$ cat config.mk
export PLATFORM = sky130hd
export DESIGN_NAME = vec_serializer
export DESIGN_NICKNAME = d
export VERILOG_FILES = /design/src/rtl/vec_pkg.sv /design/src/rtl/vec_serializer.sv
export SDC_FILE = /design/constraint.sdc
export NUM_CORES = 1
export LEC_CHECK = 0
export CORE_MARGIN = 2
export CORE_UTILIZATION = 47
export CTS_CLUSTER_SIZE = 40
export DETAILED_ROUTE_END_ITERATION = 12
export PLACE_DENSITY = 0.8
export SKIP_CTS_REPAIR_TIMING = 1
export SLEW_MARGIN = 5
export SYNTH_ARGS = -nofsm -noshare
export SYNTH_HDL_FRONTEND = slang
export SYNTH_SLANG_ARGS = --single-unit
$ cat constraint.sdc
create_clock -name clk -period 3.1 [get_ports clk]
set_input_delay 0.31 -clock clk [delete_from_list [all_inputs] [get_ports clk]]
set_output_delay 0.31 -clock clk [all_outputs]
set_load 0.02 [all_outputs]
$ cat src/rtl/vec_pkg.sv
// Shared types and helpers for the vector serializer.
// Holds the two-state machine encoding and the index-width formula.
// Ports: none (package).
package vec_pkg;

  typedef enum logic {IDLE, SEND} vs_state_t;

  // Index width for an n-element vector; a single element still needs one bit.
  function automatic int idx_w(input int n);
    return (n > 1) ? $clog2(n) : 1;
  endfunction

endpackage

$ cat src/rtl/vec_serializer.sv
// Purpose: splits one N-element vector into N beats, index 0 first, each
//   carrying a running prefix sum that wraps at WIDTH bits.
// Latency: first beat one cycle after the vector is accepted; one beat per cycle.
// Backpressure: out_ready low freezes every output and register; a new vector
//   is accepted while idle or together with the final beat, so there is no bubble.
// Ports:
//   clk, rst               clock, synchronous active-high reset
//   in_valid/in_ready      vector handshake, in_data[i] = element i
//   out_valid/out_ready    beat handshake
//   out_data/out_idx       current element and its index
//   out_last               final beat of the vector
//   out_sum                wrapped sum of elements 0..out_idx
module vec_serializer
  import vec_pkg::*;
#(
  parameter int WIDTH = 8,
  parameter int N     = 4,
  localparam int IW   = idx_w(N)
) (
  input  logic             clk,
  input  logic             rst,
  input  logic             in_valid,
  output logic             in_ready,
  input  logic [WIDTH-1:0] in_data [N-1:0],
  output logic             out_valid,
  input  logic             out_ready,
  output logic [WIDTH-1:0] out_data,
  output logic [IW-1:0]    out_idx,
  output logic             out_last,
  output logic [WIDTH-1:0] out_sum
);

  localparam logic [IW-1:0] LAST_IDX = IW'(N - 1);

  vs_state_t        state;
  logic [IW-1:0]    idx;
  logic [WIDTH-1:0] acc;
  logic [WIDTH-1:0] vec_buf [N-1:0];

  logic accept;
  logic xfer;

  always_comb begin
    out_valid = (state == SEND);
    out_idx   = idx;
    out_data  = vec_buf[idx];
    // acc holds the sum of the elements already sent; add the one on show.
    out_sum   = acc + vec_buf[idx];
    out_last  = out_valid && (idx == LAST_IDX);
    // Taking the final beat frees the buffer in the same cycle, so a waiting
    // vector can be loaded on that edge.
    in_ready  = (state == IDLE) || (out_last && out_ready);
    accept    = in_valid && in_ready;
    xfer      = out_valid && out_ready;
  end

  always_ff @(posedge clk) begin
    if (rst) begin
      state <= IDLE;
      idx   <= '0;
      acc   <= '0;
    end else if (accept) begin
      vec_buf <= in_data;
      idx     <= '0;
      acc     <= '0;
      state   <= SEND;
    end else if (xfer) begin
      if (out_last) begin
        state <= IDLE;
      end else begin
        idx <= idx + IW'(1);
        acc <= out_sum;
      end
    end
  end

endmodule

Word level (Yosys, flattened, before mapping) --
Index checks and enable logic that the tools add are counted.
Cells by class: muxes and demuxes 5, bitwise operators 3, order comparisons 1, eq/ne operators 1, add/subtract/negate cells 2, reductions and logical operators 11
Operators by type and width (number):
- $bmux 8 s2 | 1
- $add 8x8->8 | 1
- $mux 8 | 1
- $reduce_and 2->1 | 3
- $logic_and 1x1->1 | 4
- $reduce_bool 2->1 | 2
- $lt 2x3->1 const B | 1
- $mux 1 | 3
- $not 1->1 | 3
- $add 2x1->2 const B | 1
- $eq 2x2->1 const B | 1
- $reduce_or 2->1 | 1
- $logic_or 1x1->1 | 1
Storage, ports and cells: register bits after elaboration 43, output and inout port bits 21, logic and storage cells 30

Longest topological paths before layout --
word-level depth 7, mapped depth 10

Worst setup path after synthesis --
No wires, ideal clock.
kind reg2out, start point register idx[0], in the netlist out_idx[0], end point output port out_sum[6], arrival time 2833 ps, cell stages (with the launch flop) 10, buffers on the path 1, slack -43 ps, cell sequence dfxtp_1 buf_6 mux4_1 ha_1 inv_1 fa_1 nor2b_1 o31a_1 or4b_1 nand3_1
Between the ends: longest elaborated chain between the ends 3
Ends and longest elaborated chain:
- from (decl) | line vec_serializer.sv:36 | logic [IW-1:0] idx;
- from (signal assigned) | line vec_serializer.sv:71 | idx <= idx + IW'(1);
- $bmux 8 s2
- $mux 8
- via out_data[0] | line vec_serializer.sv:27 | output logic [WIDTH-1:0] out_data,
- $add 8x8->8 | line vec_serializer.sv:48 | out_sum = acc + vec_buf[idx];
- to (decl) | line vec_serializer.sv:30 | output logic [WIDTH-1:0] out_sum
The timed path passes the listed nets, and every way through them passes these cells. The select of a mux whose other input is x is not followed.

Final worst setup path --
start point register idx[0], in the netlist out_idx[0], end point output port out_sum[6]
Between the ends: longest elaborated chain between the ends 3
Ends and longest elaborated chain (line):
- $bmux 8 s2 | vec_serializer.sv:48
- $mux 8 (implied by the code) | vec_serializer.sv:48
- $add 8x8->8 | vec_serializer.sv:48
No other way between the ends. The select of a mux whose other input is x is not followed.

==> run_results.csv <==
group,metric,value,unit
hold_path,hp-class,"reg2reg",
yosys,synth.net_count,179,
timing,min_period,3.127,ns
floorplanning,die_y,67.99,µm
floorplanning,die_x,67.99,µm
clock_tree,cts_buffer_depth,2,
critical_path,crit_fanout,8,
route,ant_nets,0,
power,power,1.316,mW
global_route,antenna_found_initial,0,
yosys,netlist_area,1924,µm²
clock_tree,cts.sinks,43,
global_route,grt_overflow,0,
floorplanning,die_area,4622,µm²
power,ir_worst_vdd,0.0003218,V
timing,slew_headroom,71.93,%
yosys,ys_types,31,
clock_tree,root_buffer,"clkbuf_8",
yosys,synth_edf_count,32,
layout,diodes,0,
critical_path,arrival,2.82,ns
run,max_cap_violations,0,
clock_tree,cts_tree,"yes",
global_route,grt_util_all_layers,18.18,%
run_status,outcome,"complete, but fails checks",
global_route,grt_pass1_wl,6.003,mm
layout,area.growth.synth_to_final,47.01,%
power,power_density,465.1,nW/µm²
timing,fin_skew,0.003485,ns
timing,slew_violations,0,
hold_path,worstHoldStart,"acc[4]",
placement,gp_congestion,0.7273,
yosys,ys_ff_latch,43,
timing,worst_pin_slew,0.4211,ns
floorplanning,start_util,48.46,%
yosys,synth-main-ff-cell,"edfxtp_1",
critical_path,end_kind,"primary output",
yosys,synth_most_common_cell,"edfxtp_1",
route,drcViolationCount,0,
route,post_drt_wl_per_cell,15.41,µm
yosys,synth_top_cell_area_share,49.93,%
timing,fin_hold_ws,0.4715,ns
global_route,grt_max_degree,33,
yosys,netlist_instances,134,
timing,fmax,319.8,MHz
timing,fin_ws,-0.02658,ns
critical_path,crit_required,2.79,ns
critical_path,startpoint,"out_idx[0]",
placement,dpl_worst_slack,-0.2201,ns
floorplanning,core_area,3971,µm²
global_route,grt_pass1_vias,1312,
floorplanning,top_level_ports,57,
clock_tree,clk_latency,0.29,ns
layout,drive_above_1_share,20.56,%
run_status,violations,"setup timing",
critical_path,r2r-start,"out_idx[0]",
clock_tree,clk_pin_slew,0.08,ns
route,routed_wl,4.068,mm
route,num_vias,1382,
yosys,yosys.area.top_type,"edfxtp_1",
yosys,synthTopCellsByCount,"edfxtp_1 (32), nand2_1 (16), dfxtp_1 (11), nor2_1 (11), a21oi_1 (10)",
clock_tree,htree_levels,2,
route,via_per_inst,5.235,
placement,dpl.hpwl,2.941,mm
power,power_leakage,1.068,nW
timing,setup_viol,1,
critical_path,path_class,"reg2out",
timing,rsz0062_at_grt,"true",
route,drtIter0Drc,47,
yosys,avgSynthCellArea,14.36,µm²
yosys,synthArstFlopShare,0,%
yosys,yosys_warnings,0,
yosys,yosys-top-cells-area,"edfxtp_1 (50%), dfxtp_1 (11%), mux4_1 (9.6%)",
layout,fill_cells,262,
placement,io_buffers,56,
timing,hold_viol,0,
layout,area.sequential,1182,µm²
clock_tree,numCtsBuffers,5,
floorplanning,num_rows,23,
layout,multi_input_area,721.9,µm²
critical_path,cp-start-kind,"flip-flop",
timing,finalCritPeriodShare,100.9,%
yosys,yosysSeqAreaShare,61.38,%
layout,nets,258,
route,drt-pass1-iter-count,4,
[critical path: stages, from the launching register on]
cell and delay [ns]:
dfxtp_2 0.35, buf_12 0.12, mux4_2 0.51, ha_2 0.21, inv_2 0.06, fa_2 0.20
nor2b_1 0.06, o31a_1 0.27, or4b_1 0.50, nand3_2 0.10, buf_4 0.14
[sequential cells by signal, summed over array words and instances (netlist names)]
register and flops:
out_idx 2, vec_buf 32, out_valid 1, acc 8
[routing by layer]
layer / part of all wire [%] / global-route usage [%] / wire, µm
met1: 43 / 23.61 / 1737
met2: 50 / 28.03 / 2031
met3: 5.2 / 4.276 / 212
met4: 2.1 / 10.25 / 87
met5: 0 / 0 / 0
[worst paths after layout]
| path | depth (start not counted) | endpoint | slack (ns) |
|---|---|---|---|
| min | 2 | acc[4] | 0.47 |
| min reg2reg | 2 | acc[4] | 0.47 |
| max | 10 | out_sum[6] | -0.03 |
| max reg2reg | 10 | acc[6] | 0.53 |
[placed cells by master (no fill, tap or decap), types with 2 or more instances in the layout]
master           instances
buf_4                   21
nor2b_1                  2
mux4_2                   4
o21a_1                   2
ha_2                     2
inv_1                    3
a211oi_1                 2
buf_12                   2
o21ai_0                  3
clkdlybuf4s50_1         50
xnor2_1                  3
nand2_1                 16
nor2_1                  10
a21oi_1                 10
dlymetal6s2s_1           3
ha_1                     6
dfxtp_1                 10
mux4_1                   4
a21o_1                   2
clkbuf_8                 5
edfxtp_1                32
[logic make-up after synthesis]
family / Yosys count / synth area share [%]
DFF: 43 / 61.38
and+or+nand+nor: 34 / 7.868
AOI/OAI and AO/OA: 26 / 8.648
muxes: 9 / 11.25
adders and majority gates: 9 / 6.242
buffers and inverters: 8 / 1.950
xor gates and xnor gates: 5 / 2.666
[where the power goes]
group	total, mW	leakage, nW	switching (mW)	internal [mW]
logic	0.233	0.626	0.105	0.127
clock network	0.433	0.0562	0.193	0.240
registers	0.650	0.386	0.00832	0.642
[per-stage QoR]
stage | TNS (ns) | area, µm² | utilization, % | cells
global route | -0.3064 | 2829 | 71.24 | 264
floorplan | 0 | 1921 | - | 134
detailed placement | -0.5195 | 2691 | 67.77 | 255
global placement | -0.3713 | 2691 | 67.77 | 255
finish | -0.02658 | 2829 | 71.24 | 264
CTS | -2.088 | 2803 | 70.57 | 263
[area by class of cell]
type | instances | area share, %
Multi-Input combinational cell | 83 | 25.52
Clock buffer | 5 | 2.433
Tap cell | 50 | 2.211
Timing Repair Buffer | 76 | 26.01
Clock inverter | 3 | 1.504
Sequential cell | 43 | 41.80
Inverter | 4 | 0.5307
(Power assumes the default switching activity.)
==> RTL edit (same flow settings) <==
`N`: 4 -> 5.
--- a/src/rtl/vec_serializer.sv
+++ b/src/rtl/vec_serializer.sv
@@ -15,5 +15,5 @@
 #(
   parameter int WIDTH = 8,
-  parameter int N     = 4,
+  parameter int N     = 5,
   localparam int IW   = idx_w(N)
 ) (
Ports: changed (resized in_data and out_idx); port bits go from 57 to 66. No check against the original RTL was run, so the function may have changed too.
==> RTL edit against the unedited design <==
  * The run still ends with setup timing left
  * Routed wire length is 26% higher
  * Synthesized area is 27% higher
  * Power is 21% higher
  * Sequential cell count is 9 higher
  * Global-route usage is 0.67 points higher
  * Design area is 27% higher
  * Worst hold slack worse by 0.0040 ns
  * Highest routed layer unchanged
  * First-iteration DRC count is 55% higher
  * Setup slack better by 0.0068 ns
==> RTL edit: results (changes against the unedited design) <==
- Outcome: complete, but fails checks
- Failing checks: setup timing
- Multi-input gate area: 975 sq um (+35%)
- Post-synth EDFFs: 40 (+25%)
- Register area: 1450 sq um (+22%)
- CP peak stage delay: 0.49 ns (-0.02 ns)
- Fillers: 375 (+43%)
- Top cells by area, synth: edfxtp_1 (49%), dfxtp_1 (9.8%), mux4_2 (7.4%)
- Synth Area per Inst: 12.6 sq um (-13%)
- Setup TNS: -0.0347 ns (-0.00808 ns)
- Compound-Gate Fraction of Synth Area: 0.0884 (+0.00192)
- Placer Congestion: 0.841 (+16%)
- Reg2reg setup slack: 0.42 ns (-0.11 ns)
- Dpl ws: -0.288 ns (-0.0676 ns)
- Dpl hpwl: 3920 um (+33%)
- Final Non-Filler Cells: 360 (+36%)
- Hold Path End: acc[2]
- Worst vdd ir: 0.368 mV (+14%)
- Largest net degree at the start of global routing: 41 (+24%)
- Relative slew slack: 0.628 (-0.0908)
- Pwr Total: 0.00159 W (+21%)
- Adder-cell share of the synthesized area: 0.0542 (-0.00825)
- Worst-case reg-to-reg path depth: 12 (+2)
- Inverters: 14 (+10)
- Layout cell share with drive strength beyond 1: 0.228 (+0.0220)
- Sequential Power: 0.000789 W (+21%)
- PD cells: 445 nW/um^2 (-4.4%)
- Largest fanout on the critical path: 5 (-3)
- Clock buffers: 5 (unchanged)
- Vias in the first global route: 1,902 (+45%)
- WL/cell: 14.3 um (-7.4%)
- CP delay by family, top: multiplexers
- Non-CTS buffers: 95 (+25%)
- Max FFs per register: 40 (+25%)
- Final WS setup: -0.0198 ns (+0.00676 ns)
- NonClk Buf Share: 0.249 (-0.0112)
- Top cells by count, synth: edfxtp_1 (40), nand2_1 (20), inv_1 (14), dfxtp_1 (12)
- Dpl cells: 350 (+37%)
- Clk power: 0.000533 W (+23%)
- Layout Skew: 0.0101 ns (+0.00660 ns)
- Layout net count: 344 (+33%)
- Seq Cell Count: 52 (+21%)
- Area after DPL: 3390 sq um (+26%)
- Gr usage total: 0.189 (+0.00673)
- Distinct cells, synth: 37 (+19%)
- Hold path start: acc[2]
- Mapped Nets: 249 (+39%)
- #MultiIn Comb: 122 (+47%)
- Port bufs: 65 (+16%)
- Iteration-0 DRC Markers: 73 (+55%)
- CP arrival: 2.81 ns (about the same)
- Leakage power: 1.35 nW (+26%)
- Multiplexer share of the synthesized area: 0.0736 (-0.0389)
- ANT cells: 0 (unchanged)
- Seq/Total Area, Yosys: 0.589 (-0.0251)
- Clk root buf: clkbuf_8
- Int Power: 0.00125 W (+23%)
- Setup violations, final: 2 (+1)
- Post-synthesis xor/xnor area fraction: 0.0250 (-0.00162)
- Worst R2R End: acc[7]
RTL edit: per-stage QoR:
stage	utilization	hold WS [ns]
final	0.705	0.467
after global routing	0.705	0.495
after CTS	0.693	0.467
after detailed placement	0.668	0.454
after global placement	0.668	0.447
after floorplan	-	0.382
RTL edit: how the worst max path moves through the flow:
stage,from,to,cells after the start
floorplan,out_idx[2],acc[6],12
finish,out_idx[0],out_sum[6],11
global route,out_idx[0],out_sum[7],11
CTS,out_idx[0],out_sum[7],11
detailed placement,out_idx[0],out_sum[7],11
global placement,out_idx[0],out_sum[7],11
RTL edit: metal layers:
| metal | global-route usage | vias to the layer above | routed length [um] |
|---|---|---|---|
| li1 | - | 907 | - |
| met1 | 0.237 | 867 | 2120 |
| met2 | 0.321 | 57 | 2670 |
| met3 | 0.0438 | 10 | 258 |
| met4 | 0.0673 | 0 | 88 |
| met5 | 0 | - | 0 |
